<file path="src/rtl/reg_scoreboard_if.sv">
// reg_scoreboard_if: ID-stage <-> scoreboard signals; stall_cycles exists only with SCOREBOARD_STATS_EN
interface reg_scoreboard_if #(
   parameter int REG_NUM    = 32,
   parameter int ADDR_W     = 5,
   parameter int READ_PORTS = 2,
   parameter int LAT_W      = 2
);
   logic [READ_PORTS-1:0]        read_en;
   logic [READ_PORTS*ADDR_W-1:0] read_addr;
   logic                         issue_valid;
   logic                         issue_write_en;
   logic [ADDR_W-1:0]            issue_write_addr;
   logic [LAT_W-1:0]             issue_latency;
   logic                         flush;
   logic                         stall;
   logic [READ_PORTS-1:0]        port_hazard;
   logic                         issue_accept;
   logic [REG_NUM-1:0]           busy_vec;
`ifdef SCOREBOARD_STATS_EN
   logic [15:0]                  stall_cycles;
   modport master (
      output read_en, read_addr, issue_valid, issue_write_en, issue_write_addr, issue_latency, flush,
      input  stall, port_hazard, issue_accept, busy_vec, stall_cycles
   );
   modport slave (
      input  read_en, read_addr, issue_valid, issue_write_en, issue_write_addr, issue_latency, flush,
      output stall, port_hazard, issue_accept, busy_vec, stall_cycles
   );
`else
   modport master (
      output read_en, read_addr, issue_valid, issue_write_en, issue_write_addr, issue_latency, flush,
      input  stall, port_hazard, issue_accept, busy_vec
   );
   modport slave (
      input  read_en, read_addr, issue_valid, issue_write_en, issue_write_addr, issue_latency, flush,
      output stall, port_hazard, issue_accept, busy_vec
   );
`endif
endinterface

</file>
<file path="src/rtl/reg_scoreboard.sv">
// reg_scoreboard: per-register latency down-counters flagging RAW hazards to ID; SCOREBOARD_STATS_EN adds stall_cycles
module reg_scoreboard #(
   parameter int REG_NUM    = 32,
   parameter int ADDR_W     = 5,
   parameter int READ_PORTS = 2,
   parameter int LAT_W      = 2
) (
   input logic             clk,
   input logic             rst,
   reg_scoreboard_if.slave sb
);
   logic [LAT_W-1:0]      w_cnt [REG_NUM];
   logic [READ_PORTS-1:0] w_hazard;
   logic                  w_stall;
   logic                  w_load;

   for (genvar i = 0; i < READ_PORTS; i++) begin : g_port
      logic [ADDR_W-1:0] w_addr;
      assign w_addr      = sb.read_addr[i*ADDR_W +: ADDR_W];
      assign w_hazard[i] = sb.read_en[i] && w_addr != '0 && w_cnt[w_addr] != '0;
   end

   assign w_stall         = |w_hazard && !sb.flush;
   assign w_load          = sb.issue_accept && sb.issue_write_en && sb.issue_write_addr != '0;
   assign sb.stall        = w_stall;
   assign sb.port_hazard  = w_hazard;
   assign sb.issue_accept = sb.issue_valid && !w_stall;

   for (genvar r = 0; r < REG_NUM; r++) begin : g_reg
      if (r == 0) begin : g_zero
         assign w_cnt[r] = '0;
      end else begin : g_trk
         logic [LAT_W-1:0] r_cnt;
         logic [LAT_W-1:0] w_dec;
         assign w_dec = (r_cnt == '0) ? '0 : r_cnt - 1'b1;
         // flush clears, a new writer keeps the longer of old and new intervals, otherwise count down
         always_ff @(posedge clk or negedge rst)
            if (!rst) r_cnt <= '0;
            else if (sb.flush) r_cnt <= '0;
            else if (w_load && sb.issue_write_addr == ADDR_W'(r)) r_cnt <= (w_dec > sb.issue_latency) ? w_dec : sb.issue_latency;
            else r_cnt <= w_dec;
         assign w_cnt[r] = r_cnt;
      end
      assign sb.busy_vec[r] = w_cnt[r] != '0;
   end

`ifdef SCOREBOARD_STATS_EN
   logic [15:0] r_stall_cycles;
   // count stalled cycles, holding at the maximum value
   always_ff @(posedge clk or negedge rst)
      if (!rst) r_stall_cycles <= '0;
      else if (w_stall && r_stall_cycles != 16'hFFFF) r_stall_cycles <= r_stall_cycles + 16'd1;
   assign sb.stall_cycles = r_stall_cycles;
`endif
endmodule
</file>
<file path="src/flat_wrapper.sv">
// flat-port wrapper written by rule: the top's interface ports become plain ports
module reg_scoreboard_flat 
#(
   parameter int REG_NUM    = 32,
   parameter int ADDR_W     = 5,
   parameter int READ_PORTS = 2,
   parameter int LAT_W      = 2
)
  (clk, rst, sb_read_en, sb_read_addr, sb_issue_valid, sb_issue_write_en, sb_issue_write_addr, sb_issue_latency, sb_flush, sb_stall, sb_port_hazard, sb_issue_accept, sb_busy_vec);
  reg_scoreboard_if #(.REG_NUM(REG_NUM), .ADDR_W(ADDR_W), .READ_PORTS(READ_PORTS), .LAT_W(LAT_W)) sb_i ();
  input logic clk;
  input logic rst;
  input wire logic [$bits(sb_i.read_en)-1:0] sb_read_en;
  input wire logic [$bits(sb_i.read_addr)-1:0] sb_read_addr;
  input wire logic [$bits(sb_i.issue_valid)-1:0] sb_issue_valid;
  input wire logic [$bits(sb_i.issue_write_en)-1:0] sb_issue_write_en;
  input wire logic [$bits(sb_i.issue_write_addr)-1:0] sb_issue_write_addr;
  input wire logic [$bits(sb_i.issue_latency)-1:0] sb_issue_latency;
  input wire logic [$bits(sb_i.flush)-1:0] sb_flush;
  output wire logic [$bits(sb_i.stall)-1:0] sb_stall;
  output wire logic [$bits(sb_i.port_hazard)-1:0] sb_port_hazard;
  output wire logic [$bits(sb_i.issue_accept)-1:0] sb_issue_accept;
  output wire logic [$bits(sb_i.busy_vec)-1:0] sb_busy_vec;
  assign sb_i.read_en = sb_read_en;
  assign sb_i.read_addr = sb_read_addr;
  assign sb_i.issue_valid = sb_issue_valid;
  assign sb_i.issue_write_en = sb_issue_write_en;
  assign sb_i.issue_write_addr = sb_issue_write_addr;
  assign sb_i.issue_latency = sb_issue_latency;
  assign sb_i.flush = sb_flush;
  assign sb_stall = sb_i.stall;
  assign sb_port_hazard = sb_i.port_hazard;
  assign sb_issue_accept = sb_i.issue_accept;
  assign sb_busy_vec = sb_i.busy_vec;
  reg_scoreboard #(.REG_NUM(REG_NUM), .ADDR_W(ADDR_W), .READ_PORTS(READ_PORTS), .LAT_W(LAT_W)) u_core (.clk(clk), .rst(rst), .sb(sb_i));
endmodule
</file>
<file path="config.mk">
export PLATFORM = sky130hd
export DESIGN_NAME = reg_scoreboard_flat
export DESIGN_NICKNAME = d
export VERILOG_FILES = /design/src/rtl/reg_scoreboard_if.sv /design/src/rtl/reg_scoreboard.sv /design/src/flat_wrapper.sv
export SDC_FILE = /design/constraint.sdc
export NUM_CORES = 1
export LEC_CHECK = 0
export CAP_MARGIN = 20
export CORE_MARGIN = 2
export CORE_UTILIZATION = 54
export CTS_BUF_LIST = sky130_fd_sc_hd__clkbuf_4
export DETAILED_ROUTE_END_ITERATION = 16
export HOLD_SLACK_MARGIN = 0.12
export PLACE_DENSITY_LB_ADDON = 0.05
export SLEW_MARGIN = 20
export SYNTH_ARGS = -nofsm -noshare
export SYNTH_HDL_FRONTEND = slang
export SYNTH_SLANG_ARGS = --single-unit
</file>
<file path="constraint.sdc">
create_clock -name clk -period 4.07 [get_ports clk]
set_input_delay 1.0175 -clock clk [delete_from_list [all_inputs] [get_ports clk]]
set_output_delay 1.0175 -clock clk [all_outputs]
set_load 0.03 [all_outputs]
</file>
==> results.json <==
{
  "crit_arrival_ns": 2.98,
  "sw_frac_of_total_pct": 33.3,
  "finalHoldViolations": 0,
  "largest_reg_flops": 62,
  "grt_overflow": 0,
  "die_h_um": 111,
  "dieArea_mm2": 0.0122,
  "critPathLaunchType": "input pin",
  "biggestRegsByFlops": "u_core.g.g_trk.r_cnt (62)",
  "finClkSkew_ns": 0.0133,
  "grt_pass1_vias": 5729,
  "cts_buffers": 9,
  "area_growth_pct": 19.0,
  "syn_nets": 847,
  "antenna_found_initial": 0,
  "switchingPower_w": 0.000441,
  "core_area_mm2": 0.0110,
  "combinationalPowerShare_pct": 23.8,
  "clk_pin_slew_ns": 0.11,
  "status": "finished clean",
  "grt_pass1_wl_mm": 29.8,
  "nets": 923,
  "syn_inst": 730,
  "tightest_slew_ns": 0.882,
  "final_layout_size_suffix_gt1_share_pct": 15.8,
  "slew_headroom_pct": 41.2,
  "cp-end-kind": "primary output",
  "cp_max_fo": 3,
  "cts_buffer_depth": 2,
  "yosysTopAreaCell": "dfrtp_1",
  "synth.distinct_cells": 51,
  "die_w_um": 111,
  "fin_crit_sh_pct": 98.3,
  "p_seq_share_pct": 46.7,
  "fin_setup_tns_ns": 0,
  "peakVddDrop_mv": 0.159,
  "via_per_inst": 6.06,
  "drt_pass1_iterations": 5,
  "period_minus_slack_ns": 4.00,
  "gp_congestion": 0.932,
  "cts.sinks": 62,
  "syn_avg_cell_area_um2": 8.40,
  "cts_tree": "yes",
  "path_class": "input pin to primary output",
  "max_freq_mhz": 250,
  "yosysWarnings": 0,
  "worstHoldPathType": "flip-flop to flip-flop",
  "slew_viol_final": 0,
  "wl_per_cell_um": 19.4,
  "ys_ff_latch": 62,
  "io_pins": 60,
  "diodes": 0,
  "drcViolationCount": 0,
  "totalWireLength_mm": 18.5,
  "vias": 5756,
  "syn_area_mm2": 0.00613,
  "pwr-share-clk_pct": 29.5,
  "p_int_w": 0.000883,
  "synthTopCellsByArea": "dfrtp_1, ha_1, inv_1",
  "drtAntennaViolNets": 0,
  "cap_violations": 0,
  "power.density_mw_per_mm2": 181,
  "rows": 38,
  "start_util_pct": 55.9,
  "max_flop_register": "u_core.g.g_trk.r_cnt",
  "drtIter0Drc": 451,
  "cts_htree_levels": 3,
  "rsz0062_at_grt": "false",
  "dp_hpwl_mm": 13.6,
  "synth.top_cell.area_share_pct": 25.3,
  "worstPathRequired_ns": 3.05,
  "port_buffers": 58,
  "grt_util_all_layers_pct": 30.7,
  "p_total_w": 0.00132,
  "grt_max_degree": 86,
  "p_leak_nw": 3.66,
  "root_buffer": "clkbuf_4",
  "ys_seq_area_share_pct": 25.3,
  "clock_latency_ns": 0.44,
  "finalSetupViolations": 0
}
-- metal layers --
layer	wire (um)	share of wire (%)	vias to the layer above	global-route usage (%)
met4	600	3.3	0	13.9
met3	1100	6.0	43	4.61
li1	-	-	2718	-
met1	8390	45	2788	42.2
met2	8360	45	207	47.8
met5	0	0	-	0
-- final cells by class --
cell class / count / area [um2]
repair buffers: 101 / 915
clock buffers: 13 / 97.6
well taps: 140 / 175
inverters: 86 / 340
fillers: 951 / 3680
multi-input cells: 546 / 4210
flip-flops and latches: 62 / 1550
clock inverters: 2 / 10.0
-- layout by cell type, fill, tap and decap left out, drive strengths merged, types with 7 or more instances in the layout --
cell / n
ha: 93
inv: 86
nor2: 78
dfrtp: 62
buf: 52
nand2: 50
clkdlybuf4s50: 46
or2: 42
nand2b: 36
o22ai: 32
o31ai: 27
mux2i: 26
nand3: 24
o21ai: 21
nand4: 18
mux4: 13
clkbuf: 13
a21oi: 12
a311o: 10
o41ai: 8
or4: 7
-- cells in the mapped netlist (all sizes together) --
cell type,number
a2111o,1
a211oi,3
a21oi,12
a221oi,1
a311o,10
a311oi,1
a41o,1
and2,6
and3,2
buf,13
clkbuf,23
conb,1
dfrtp,62
ha,93
inv,86
mux2,2
mux2i,26
mux4,13
nand2,50
nand2b,36
nand3,24
nand3b,2
nand4,18
nor2,78
nor2b,6
nor3,6
nor4,6
nor4b,2
nor4bb,1
o21ai,21
o221ai,1
o22ai,32
o311ai,1
o31ai,27
o32ai,2
o41ai,8
or2,42
or3,4
or4,7
-- metrics by stage --
| stage | instance area (um2) | hold slack [ns] | setup WS, ns | instances | utilization [%] |
|---|---|---|---|---|---|
| finish | 7300 | 0.637 | 0.0691 | 950 | 66.5 |
| detailed placement | 7060 | 0.615 | -0.513 | 933 | 64.3 |
| global placement | 7060 | 0.611 | -0.503 | 933 | 64.3 |
| floorplan | 6190 | 0.566 | -0.0226 | 730 | - |
| CTS | 7210 | 0.631 | 0.0127 | 948 | 65.7 |
| global route | 7300 | 0.667 | 0.00315 | 950 | 66.5 |
-- critical path, stage by stage --
cell,delay [ns]
buf_4,0.13
inv_4,0.05
mux4_2,0.47
mux2_4,0.29
o32ai_4,0.32
a211oi_4,0.10
or2_4,0.30
buf_12,0.14
inv_8,0.05
buf_6,0.12
-- final timing paths --
| kind | from | end | slack (ns) | depth (start not counted) |
|---|---|---|---|---|
| min in group asynchronous | rst | u_core.g_reg[17].g_trk.r_cnt[1] | 0.67 | 1 |
| min reg2reg | u_core.g_reg[14].g_trk.r_cnt[1] | u_core.g_reg[14].g_trk.r_cnt[0] | 0.64 | 2 |
| max | sb_read_addr[2] | sb_stall | 0.07 | 10 |
| max reg2reg | u_core.g_reg[16].g_trk.r_cnt[1] | u_core.g_reg[18].g_trk.r_cnt[1] | 0.75 | 12 |
| min | u_core.g_reg[14].g_trk.r_cnt[1] | u_core.g_reg[14].g_trk.r_cnt[0] | 0.64 | 2 |
| max in group asynchronous | rst | u_core.g_reg[20].g_trk.r_cnt[0] | 2.61 | 2 |
-- kinds of logic (layout without fill, tap and decap cells) --
family                     count (synthesis)  after routing  synth area share (%)
AOI/OAI and AO/OA                        121            121                  14.1
adders and majority gates                 93             93                  19.0
buffers and inverters                    122            202                  8.04
DFF                                       62             62                  25.3
muxes                                     41             41                  9.38
other                                      1              1                0.0611
and+or+nand+nor                          290            290                  24.2
-- power by group through the flow --
stage / registers, W / logic, W / clock network [W]
6_report: 0.000618 / 0.000315 / 0.000391
5_1_grt: 0.000618 / 0.000345 / 0.000434
4_1_cts: 0.000618 / 0.000303 / 0.000402
3_5_place_dp: 0.000630 / 0.000297 / 0
3_3_place_gp: 0.000630 / 0.000286 / 0
2_1_floorplan: 0.000630 / 0.000171 / 0
-- repair_timing --
item	in CTS	in global routing
resized for setup	24	20
pin swaps	8	8
buffers inserted	0	2
setup endpoints to repair	4	2
hold buffers	0	0
No activity file was read; power rests on OpenSTA's default activity.
